--- config.mk ---
export PLATFORM = sky130hd
export DESIGN_NAME = d_mem_arbiter_flat
export DESIGN_NICKNAME = d
export VERILOG_FILES = /design/src/rtl/d_mem_arbiter_pkg.sv /design/src/rtl/d_mem_arbiter_if.sv /design/src/rtl/d_mem_arbiter_rr_arb2.sv /design/src/rtl/d_mem_arbiter.sv /design/src/flat_wrapper.sv
export SDC_FILE = /design/constraint.sdc
export NUM_CORES = 1
export LEC_CHECK = 0
export ABC_AREA = 1
export CORE_AREA = 2 2 130 132
export CTS_CLUSTER_SIZE = 10
export DETAILED_ROUTE_END_ITERATION = 8
export DIE_AREA = 0 0 132 134
export PLACE_DENSITY_LB_ADDON = 0.25
export SETUP_SLACK_MARGIN = 0.5
export SYNTH_ARGS = -nofsm -noshare
export SYNTH_HDL_FRONTEND = slang
export SYNTH_HIERARCHICAL = 1
export SYNTH_SLANG_ARGS = --single-unit
--- constraint.sdc ---
create_clock -name clk_i -period 1.5 [get_ports clk_i]
set_input_delay 0.375 -clock clk_i [delete_from_list [all_inputs] [get_ports clk_i]]
set_output_delay 0.375 -clock clk_i [all_outputs]
set_load 0.02 [all_outputs]
--- src/rtl/d_mem_arbiter_pkg.sv ---
// rtl/d_mem_arbiter_pkg.sv - shared types and constants for the d_mem arbiter
package d_mem_arbiter_pkg;

  localparam int DMEM_DATA_WIDTH = 32;
  localparam int DMEM_ADDR_WIDTH = 32;

  // First address outside d_mem; anything at or above it is rejected.
  localparam logic [31:0] DMEM_ADDR_LIMIT = 32'h0000_4000;

  // Encoding 2'd3 is unused and recovers to IDLE.
  typedef enum logic [1:0] {
    ST_IDLE   = 2'd0,
    ST_ACCESS = 2'd1,
    ST_DONE   = 2'd2
  } arb_state_e;

endpackage

--- src/rtl/d_mem_arbiter_if.sv ---
// rtl/d_mem_arbiter_if.sv - requester and d_mem pin bundle for the arbiter
interface d_mem_arbiter_if
  import d_mem_arbiter_pkg::*;
#(
  parameter int DATA_WIDTH = DMEM_DATA_WIDTH,
  parameter int ADDR_WIDTH = DMEM_ADDR_WIDTH
);

  // Port 0: core load/store unit
  logic                  r0_req;
  logic                  r0_we;
  logic [ADDR_WIDTH-1:0] r0_addr;
  logic [DATA_WIDTH-1:0] r0_wdata;
  logic                  r0_ack;
  logic                  r0_err;
  logic [DATA_WIDTH-1:0] r0_rdata;

  // Port 1: loader/debug DMA
  logic                  r1_req;
  logic                  r1_we;
  logic [ADDR_WIDTH-1:0] r1_addr;
  logic [DATA_WIDTH-1:0] r1_wdata;
  logic                  r1_ack;
  logic                  r1_err;
  logic [DATA_WIDTH-1:0] r1_rdata;

  // d_mem pins
  logic [ADDR_WIDTH-1:0] mem_adr;
  logic [DATA_WIDTH-1:0] mem_data_in;
  logic                  mem_WrEn;
  logic [DATA_WIDTH-1:0] mem_data_out;

  // Arbiter side
  modport slave (
    input  r0_req, r0_we, r0_addr, r0_wdata,
    output r0_ack, r0_err, r0_rdata,
    input  r1_req, r1_we, r1_addr, r1_wdata,
    output r1_ack, r1_err, r1_rdata,
    output mem_adr, mem_data_in, mem_WrEn,
    input  mem_data_out
  );

  // Requesters plus the memory itself
  modport master (
    output r0_req, r0_we, r0_addr, r0_wdata,
    input  r0_ack, r0_err, r0_rdata,
    output r1_req, r1_we, r1_addr, r1_wdata,
    input  r1_ack, r1_err, r1_rdata,
    input  mem_adr, mem_data_in, mem_WrEn,
    output mem_data_out
  );

endinterface

--- src/rtl/d_mem_arbiter_rr_arb2.sv ---
// rtl/d_mem_arbiter_rr_arb2.sv - combinational two-way round-robin picker
module rr_arb2 (
  input  logic [1:0] req_i,
  input  logic       last_i,
  output logic [1:0] gnt_o,
  output logic       any_o
);

  // On a tie the port that did not win last time is granted.
  always_comb begin
    gnt_o    = 2'b00;
    gnt_o[0] = req_i[0] & (~req_i[1] | last_i);
    gnt_o[1] = req_i[1] & (~req_i[0] | ~last_i);
    any_o    = |req_i;
  end

endmodule

--- src/rtl/d_mem_arbiter.sv ---
// rtl/d_mem_arbiter.sv - round-robin arbiter and access sequencer for d_mem
module d_mem_arbiter
  import d_mem_arbiter_pkg::*;
#(
  parameter int                    DATA_WIDTH = DMEM_DATA_WIDTH,
  parameter int                    ADDR_WIDTH = DMEM_ADDR_WIDTH,
  parameter logic [ADDR_WIDTH-1:0] ADDR_LIMIT = ADDR_WIDTH'(DMEM_ADDR_LIMIT)
) (
  input  logic            clk_i,
  input  logic            reset_i,
  d_mem_arbiter_if.slave  bus
);

  logic [1:0]            req;
  logic [1:0]            gnt;
  logic                  any_req;
  logic                  cmd_we;
  logic [ADDR_WIDTH-1:0] cmd_addr;
  logic [DATA_WIDTH-1:0] cmd_wdata;
  logic                  cmd_oor;

  arb_state_e                 state_q;
  logic                       rr_last_q;
  logic                       win_q;
  logic                       we_q;
  logic                       oor_q;
  logic [ADDR_WIDTH-1:0]      mem_adr_q;
  logic [DATA_WIDTH-1:0]      mem_data_in_q;
  logic                       mem_wren_q;
  logic [1:0]                 ack_q;
  logic [1:0]                 err_q;
  logic [1:0][DATA_WIDTH-1:0] rdata_q;

  assign req = {bus.r1_req, bus.r0_req};

  rr_arb2 u_rr_arb2 (
    .req_i  (req),
    .last_i (rr_last_q),
    .gnt_o  (gnt),
    .any_o  (any_req)
  );

  // Steer the winning requester's command toward the command registers.
  always_comb begin
    cmd_we    = 1'b0;
    cmd_addr  = '0;
    cmd_wdata = '0;
    if (gnt[0]) begin
      cmd_we    = bus.r0_we;
      cmd_addr  = bus.r0_addr;
      cmd_wdata = bus.r0_wdata;
    end else if (gnt[1]) begin
      cmd_we    = bus.r1_we;
      cmd_addr  = bus.r1_addr;
      cmd_wdata = bus.r1_wdata;
    end
    cmd_oor = (cmd_addr >= ADDR_LIMIT);
  end

  // IDLE -> ACCESS -> DONE sequencer; every output is registered here.
  always_ff @(posedge clk_i) begin
    if (reset_i) begin
      state_q       <= ST_IDLE;
      rr_last_q     <= 1'b1;
      win_q         <= 1'b0;
      we_q          <= 1'b0;
      oor_q         <= 1'b0;
      mem_adr_q     <= '0;
      mem_data_in_q <= '0;
      mem_wren_q    <= 1'b0;
      ack_q         <= 2'b00;
      err_q         <= 2'b00;
      rdata_q       <= '0;
    end else begin
      case (state_q)
        ST_IDLE: begin
          ack_q <= 2'b00;
          err_q <= 2'b00;
          if (any_req) begin
            win_q         <= gnt[1];
            rr_last_q     <= gnt[1];
            we_q          <= cmd_we;
            oor_q         <= cmd_oor;
            mem_adr_q     <= cmd_addr;
            mem_data_in_q <= cmd_wdata;
            mem_wren_q    <= cmd_we & ~cmd_oor;
            state_q       <= ST_ACCESS;
          end
        end
        ST_ACCESS: begin
          // d_mem acted on the falling edge inside this cycle.
          mem_wren_q   <= 1'b0;
          ack_q[win_q] <= 1'b1;
          err_q[win_q] <= oor_q;
          if (!we_q) begin
            rdata_q[win_q] <= oor_q ? '0 : bus.mem_data_out;
          end
          state_q <= ST_DONE;
        end
        ST_DONE: begin
          // Requests are deliberately ignored while the ack is visible.
          ack_q   <= 2'b00;
          err_q   <= 2'b00;
          state_q <= ST_IDLE;
        end
        default: begin
          mem_wren_q <= 1'b0;
          ack_q      <= 2'b00;
          err_q      <= 2'b00;
          state_q    <= ST_IDLE;
        end
      endcase
    end
  end

  assign bus.mem_adr     = mem_adr_q;
  assign bus.mem_data_in = mem_data_in_q;
  assign bus.mem_WrEn    = mem_wren_q;
  assign bus.r0_ack      = ack_q[0];
  assign bus.r0_err      = err_q[0];
  assign bus.r0_rdata    = rdata_q[0];
  assign bus.r1_ack      = ack_q[1];
  assign bus.r1_err      = err_q[1];
  assign bus.r1_rdata    = rdata_q[1];

endmodule

--- src/flat_wrapper.sv ---
// flat-port wrapper written by rule: the top's interface ports become plain ports
module d_mem_arbiter_flat import d_mem_arbiter_pkg::*;
#(
  parameter int                    DATA_WIDTH = DMEM_DATA_WIDTH,
  parameter int                    ADDR_WIDTH = DMEM_ADDR_WIDTH,
  parameter logic [ADDR_WIDTH-1:0] ADDR_LIMIT = ADDR_WIDTH'(DMEM_ADDR_LIMIT)
)
  (clk_i, reset_i, bus_r0_req, bus_r0_we, bus_r0_addr, bus_r0_wdata, bus_r0_ack, bus_r0_err, bus_r0_rdata, bus_r1_req, bus_r1_we, bus_r1_addr, bus_r1_wdata, bus_r1_ack, bus_r1_err, bus_r1_rdata, bus_mem_adr, bus_mem_data_in, bus_mem_WrEn, bus_mem_data_out);
  d_mem_arbiter_if #(.DATA_WIDTH(DATA_WIDTH), .ADDR_WIDTH(ADDR_WIDTH)) bus_i ();
  input  logic clk_i;
  input  logic reset_i;
  input wire logic [$bits(bus_i.r0_req)-1:0] bus_r0_req;
  input wire logic [$bits(bus_i.r0_we)-1:0] bus_r0_we;
  input wire logic [$bits(bus_i.r0_addr)-1:0] bus_r0_addr;
  input wire logic [$bits(bus_i.r0_wdata)-1:0] bus_r0_wdata;
  output wire logic [$bits(bus_i.r0_ack)-1:0] bus_r0_ack;
  output wire logic [$bits(bus_i.r0_err)-1:0] bus_r0_err;
  output wire logic [$bits(bus_i.r0_rdata)-1:0] bus_r0_rdata;
  input wire logic [$bits(bus_i.r1_req)-1:0] bus_r1_req;
  input wire logic [$bits(bus_i.r1_we)-1:0] bus_r1_we;
  input wire logic [$bits(bus_i.r1_addr)-1:0] bus_r1_addr;
  input wire logic [$bits(bus_i.r1_wdata)-1:0] bus_r1_wdata;
  output wire logic [$bits(bus_i.r1_ack)-1:0] bus_r1_ack;
  output wire logic [$bits(bus_i.r1_err)-1:0] bus_r1_err;
  output wire logic [$bits(bus_i.r1_rdata)-1:0] bus_r1_rdata;
  output wire logic [$bits(bus_i.mem_adr)-1:0] bus_mem_adr;
  output wire logic [$bits(bus_i.mem_data_in)-1:0] bus_mem_data_in;
  output wire logic [$bits(bus_i.mem_WrEn)-1:0] bus_mem_WrEn;
  input wire logic [$bits(bus_i.mem_data_out)-1:0] bus_mem_data_out;
  assign bus_i.r0_req = bus_r0_req;
  assign bus_i.r0_we = bus_r0_we;
  assign bus_i.r0_addr = bus_r0_addr;
  assign bus_i.r0_wdata = bus_r0_wdata;
  assign bus_r0_ack = bus_i.r0_ack;
  assign bus_r0_err = bus_i.r0_err;
  assign bus_r0_rdata = bus_i.r0_rdata;
  assign bus_i.r1_req = bus_r1_req;
  assign bus_i.r1_we = bus_r1_we;
  assign bus_i.r1_addr = bus_r1_addr;
  assign bus_i.r1_wdata = bus_r1_wdata;
  assign bus_r1_ack = bus_i.r1_ack;
  assign bus_r1_err = bus_i.r1_err;
  assign bus_r1_rdata = bus_i.r1_rdata;
  assign bus_mem_adr = bus_i.mem_adr;
  assign bus_mem_data_in = bus_i.mem_data_in;
  assign bus_mem_WrEn = bus_i.mem_WrEn;
  assign bus_i.mem_data_out = bus_mem_data_out;
  d_mem_arbiter #(.DATA_WIDTH(DATA_WIDTH), .ADDR_WIDTH(ADDR_WIDTH), .ADDR_LIMIT(ADDR_LIMIT)) u_core (.clk_i(clk_i), .reset_i(reset_i), .bus(bus_i));
endmodule
==> results.txt <==
Clock skew = 0.008362 ns
Vias in the first global route = 6162
Maxcap violations = 0
Fin Setup TNS = -7.638 ns
Core area = 16290 µm²
Final Wtd Congestion = 0.8778
Kind of critical path = reg2reg
Crit path max fanout = 6
Post-Place Cells = 1232
Mapped Nets = 881
Pwr dens = 1026 nW/µm²
Die height = 134 µm
EDFF count, synth = 0
Clk_lat worst skew = 0.41 ns
Total Routed Length = 26630 µm
Hold_buf cts = 0
Overflow after GRT = 0
CTS tree = built
Layout area overhead = 118.6%
Post-synth top area cell = dfxtp_1
Max Freq = 582.6 MHz
Leakage = 5.054 nW
CTS H-tree lvls = 4
RSZ-0062 raised after global routing = true
Fillers = 1080
Failing checks = negative setup slack
Max-slew headroom = 67.45%
Die area = 17690 µm²
Arr. time, crit path = 2.01 ns
Ports = 299
Synth cell types = 26
Seq/Total Area, Yosys = 50.06%
Avg Inst Size Synth = 7.775 µm²
Fin. Hold Viols = 0
Buffers & Inverters on Critical Path = 5
Antenna Nets Post-Route = 0
Final setup vio count = 49
Post-Syn Area = 5559 µm²
Synth area leaders = dfxtp_1 (50%), o21ai_0 (11%), nor2_1 (8.9%)
Seq cells post-synth = 139
Port Buffers = 298
Largest net degree at the start of global routing = 59
Peak VDD IR = 0.7709 mV
Fin crit share = 114.4%
Worst-path clk slew = 0.06 ns
Crit-path slowest cell = dfxtp_4
WL/cell = 19.72 µm
Worst min path class = in2reg
Clk root buf = clkbuf_16
Max Slew Vio Count = 0
Top cell type's share of synthesized area = 50.06%
Initial antenna violation count = 2
GRT Resource Usage Total = 23.13%
Asr flop ratio synth = 0%
Clock tree sinks = 139
Synthesized instance count = 715
CTS Buf Count = 17
Worst slew pin tran = 0.4832 ns
First-pass GRT wire length = 32640 µm
Tmin final = 1.716 ns
First-pass iteration count of the detailed router = 5
Crit path max-delay family = buffers and inverters
Startpoint types = register
Yosys Warn Count = 6
Initial Utilization = 34.13%
Ys flop type = dfxtp_1
Share of cells above drive strength 1 = 54.88%
Drt drc = 0
DRT iter0 DRCs = 327
Crit path largest cell delay = 0.37 ns
Cells along the critical path = inv_4 > a21oi_4 > buf_4 > nor2_4 > buf_12 > buf_8 > clkbuf_16 > a22oi_1 > a21oi_1
Critical path required time = 1.79 ns
Fin worst setup slack = -0.2164 ns
Final net count = 1281
Vias per inst = 5.122
Max clock buf depth = 2
Status = complete, but fails checks
Rows = 47
Critical path capture point type = register
Dpl hpwl = 14300 µm
Non-filler cells, final = 1350
Vias = 6915
Die width = 132 µm
-- per-stage QoR --
step | instance area [µm²] | setup slack [ns] | util [%] | hold slack (ns) | total power, W
floorplan | 5779 | 0.1137 | - | 0.4400 | 0.005513
global placement | 9168 | -0.6779 | 56.28 | 0.4499 | 0.006907
detailed placement | 9168 | -0.6969 | 56.28 | 0.4613 | 0.006912
CTS | 10380 | -0.1764 | 63.71 | 0.4692 | 0.01169
global route | 12150 | -0.3879 | 74.57 | 0.3298 | 0.01293
finish | 12150 | -0.2164 | 74.60 | 0.3311 | 0.01246
-- cell usage after synthesis (2+ instances only) --
master	number
nor2_2	2
nor2_1	132
inv_2	3
buf_2	18
o21ai_0	126
a21boi_1	2
a21oi_1	77
clkbuf_1	23
buf_1	2
dfxtp_1	139
nand3_1	13
nor2_4	3
a31oi_1	12
inv_1	35
a21boi_0	3
nand2_1	59
a22oi_1	47
buf_4	11
-- where the power goes --
part	switching [W]	internal [W]	total (W)
logic	0.00178	0.00189	0.00368
clock network	0.00176	0.00271	0.00447
registers	0.000239	0.00408	0.00432
total	0.00379	0.00868	0.0125
-- timing repair --
item | CTS | global route
pin swaps | 49 | 89
endpoints found under the setup margin | 272 | 272
resized for setup | 981 | 235
cloned | 3 | 22
buffers inserted | 9 | 50
-- flip-flops by register name (all words and copies together), names as in the netlist, 2 cells and up --
register	cells
u_core/bus.r1_rdata	32
u_core/ack_q	2
u_core/bus.mem_data_in	32
u_core/state_q	2
u_core/bus.r0_rdata	32
u_core/bus.mem_adr	32
u_core/err_q	2
-- kinds of logic after synthesis --
| logic type | synth area share (%) |
|---|---|
| AOI/OAI and AO/OA | 27.10 |
| buffers and inverters | 7.720 |
| DFF | 50.06 |
| and+or+nand+nor | 15.12 |
-- cells in the final DEF (no fill, tap or decap), drive strengths merged --
| cell | synthesis | routed |
|---|---|---|
| nand3 | 13 | 13 |
| nand4 | 1 | 1 |
| nand2 | 60 | 60 |
| clkdlybuf4s50 | 0 | 162 |
| nor2 | 137 | 138 |
| a21oi | 77 | 77 |
| clkinv | 1 | 5 |
| dlygate4sd2 | 0 | 1 |
| inv | 38 | 43 |
| clkbuf | 24 | 34 |
| diode | 0 | 2 |
| dlymetal6s2s | 0 | 1 |
| a22oi | 47 | 47 |
| dfxtp | 139 | 139 |
| o21ai | 127 | 127 |
| a31oi | 12 | 12 |
| clkinvlp | 0 | 5 |
| buf | 32 | 253 |
| o21a | 1 | 1 |
| a21boi | 5 | 5 |
| bufinv | 0 | 3 |
| a211oi | 1 | 1 |
-- worst paths after layout --
| kind | end | slack (ns) | cells after the start | start |
|---|---|---|---|---|
| setup / recovery | u_core/bus.mem_adr[0] | -0.22 | 9 | u_core/rr_last_q |
| hold / removal | u_core/bus.r0_rdata[25] | 0.33 | 3 | reset_i |
| setup reg to reg | u_core/bus.mem_adr[0] | -0.22 | 9 | u_core/rr_last_q |
| hold reg to reg | u_core/ack_q[1] | 0.48 | 2 | u_core/ack_q[1] |
-- area by class of cell --
class                      count  area [µm²]  share of cell area (%)
inverter                      39       202.7                   1.668
tap                          220       275.3                   2.265
antenna                        2       5.005                 0.04119
timing repair inverter         3       53.80                  0.4427
multi-input combinational    482        3186                   26.21
clock buffer                  18       439.2                   3.614
clock inverter                14       186.4                   1.534
timing repair buffer         433        4840                   39.83
sequential                   139        2964                   24.39
-- worst reg2reg max path: stages (launching register included) --
cell and delay (ns):
dfxtp_4 0.37, inv_4 0.04, a21oi_4 0.22, buf_4 0.20, nor2_4 0.08, buf_12 0.13
buf_8 0.13, clkbuf_16 0.16, a22oi_1 0.17, a21oi_1 0.10
-- layer usage --
layer / GRT usage (%) / vias to the layer above / share of wire (%)
met2: 38.72 / 353 / 51
met1: 26.80 / 3229 / 36
li1: - / 3250 / -
met4: 8.213 / 0 / 4.0
met3: 9.373 / 83 / 8.4
met5: 0 / - / 0
Power figures use the tool's default switching activity.
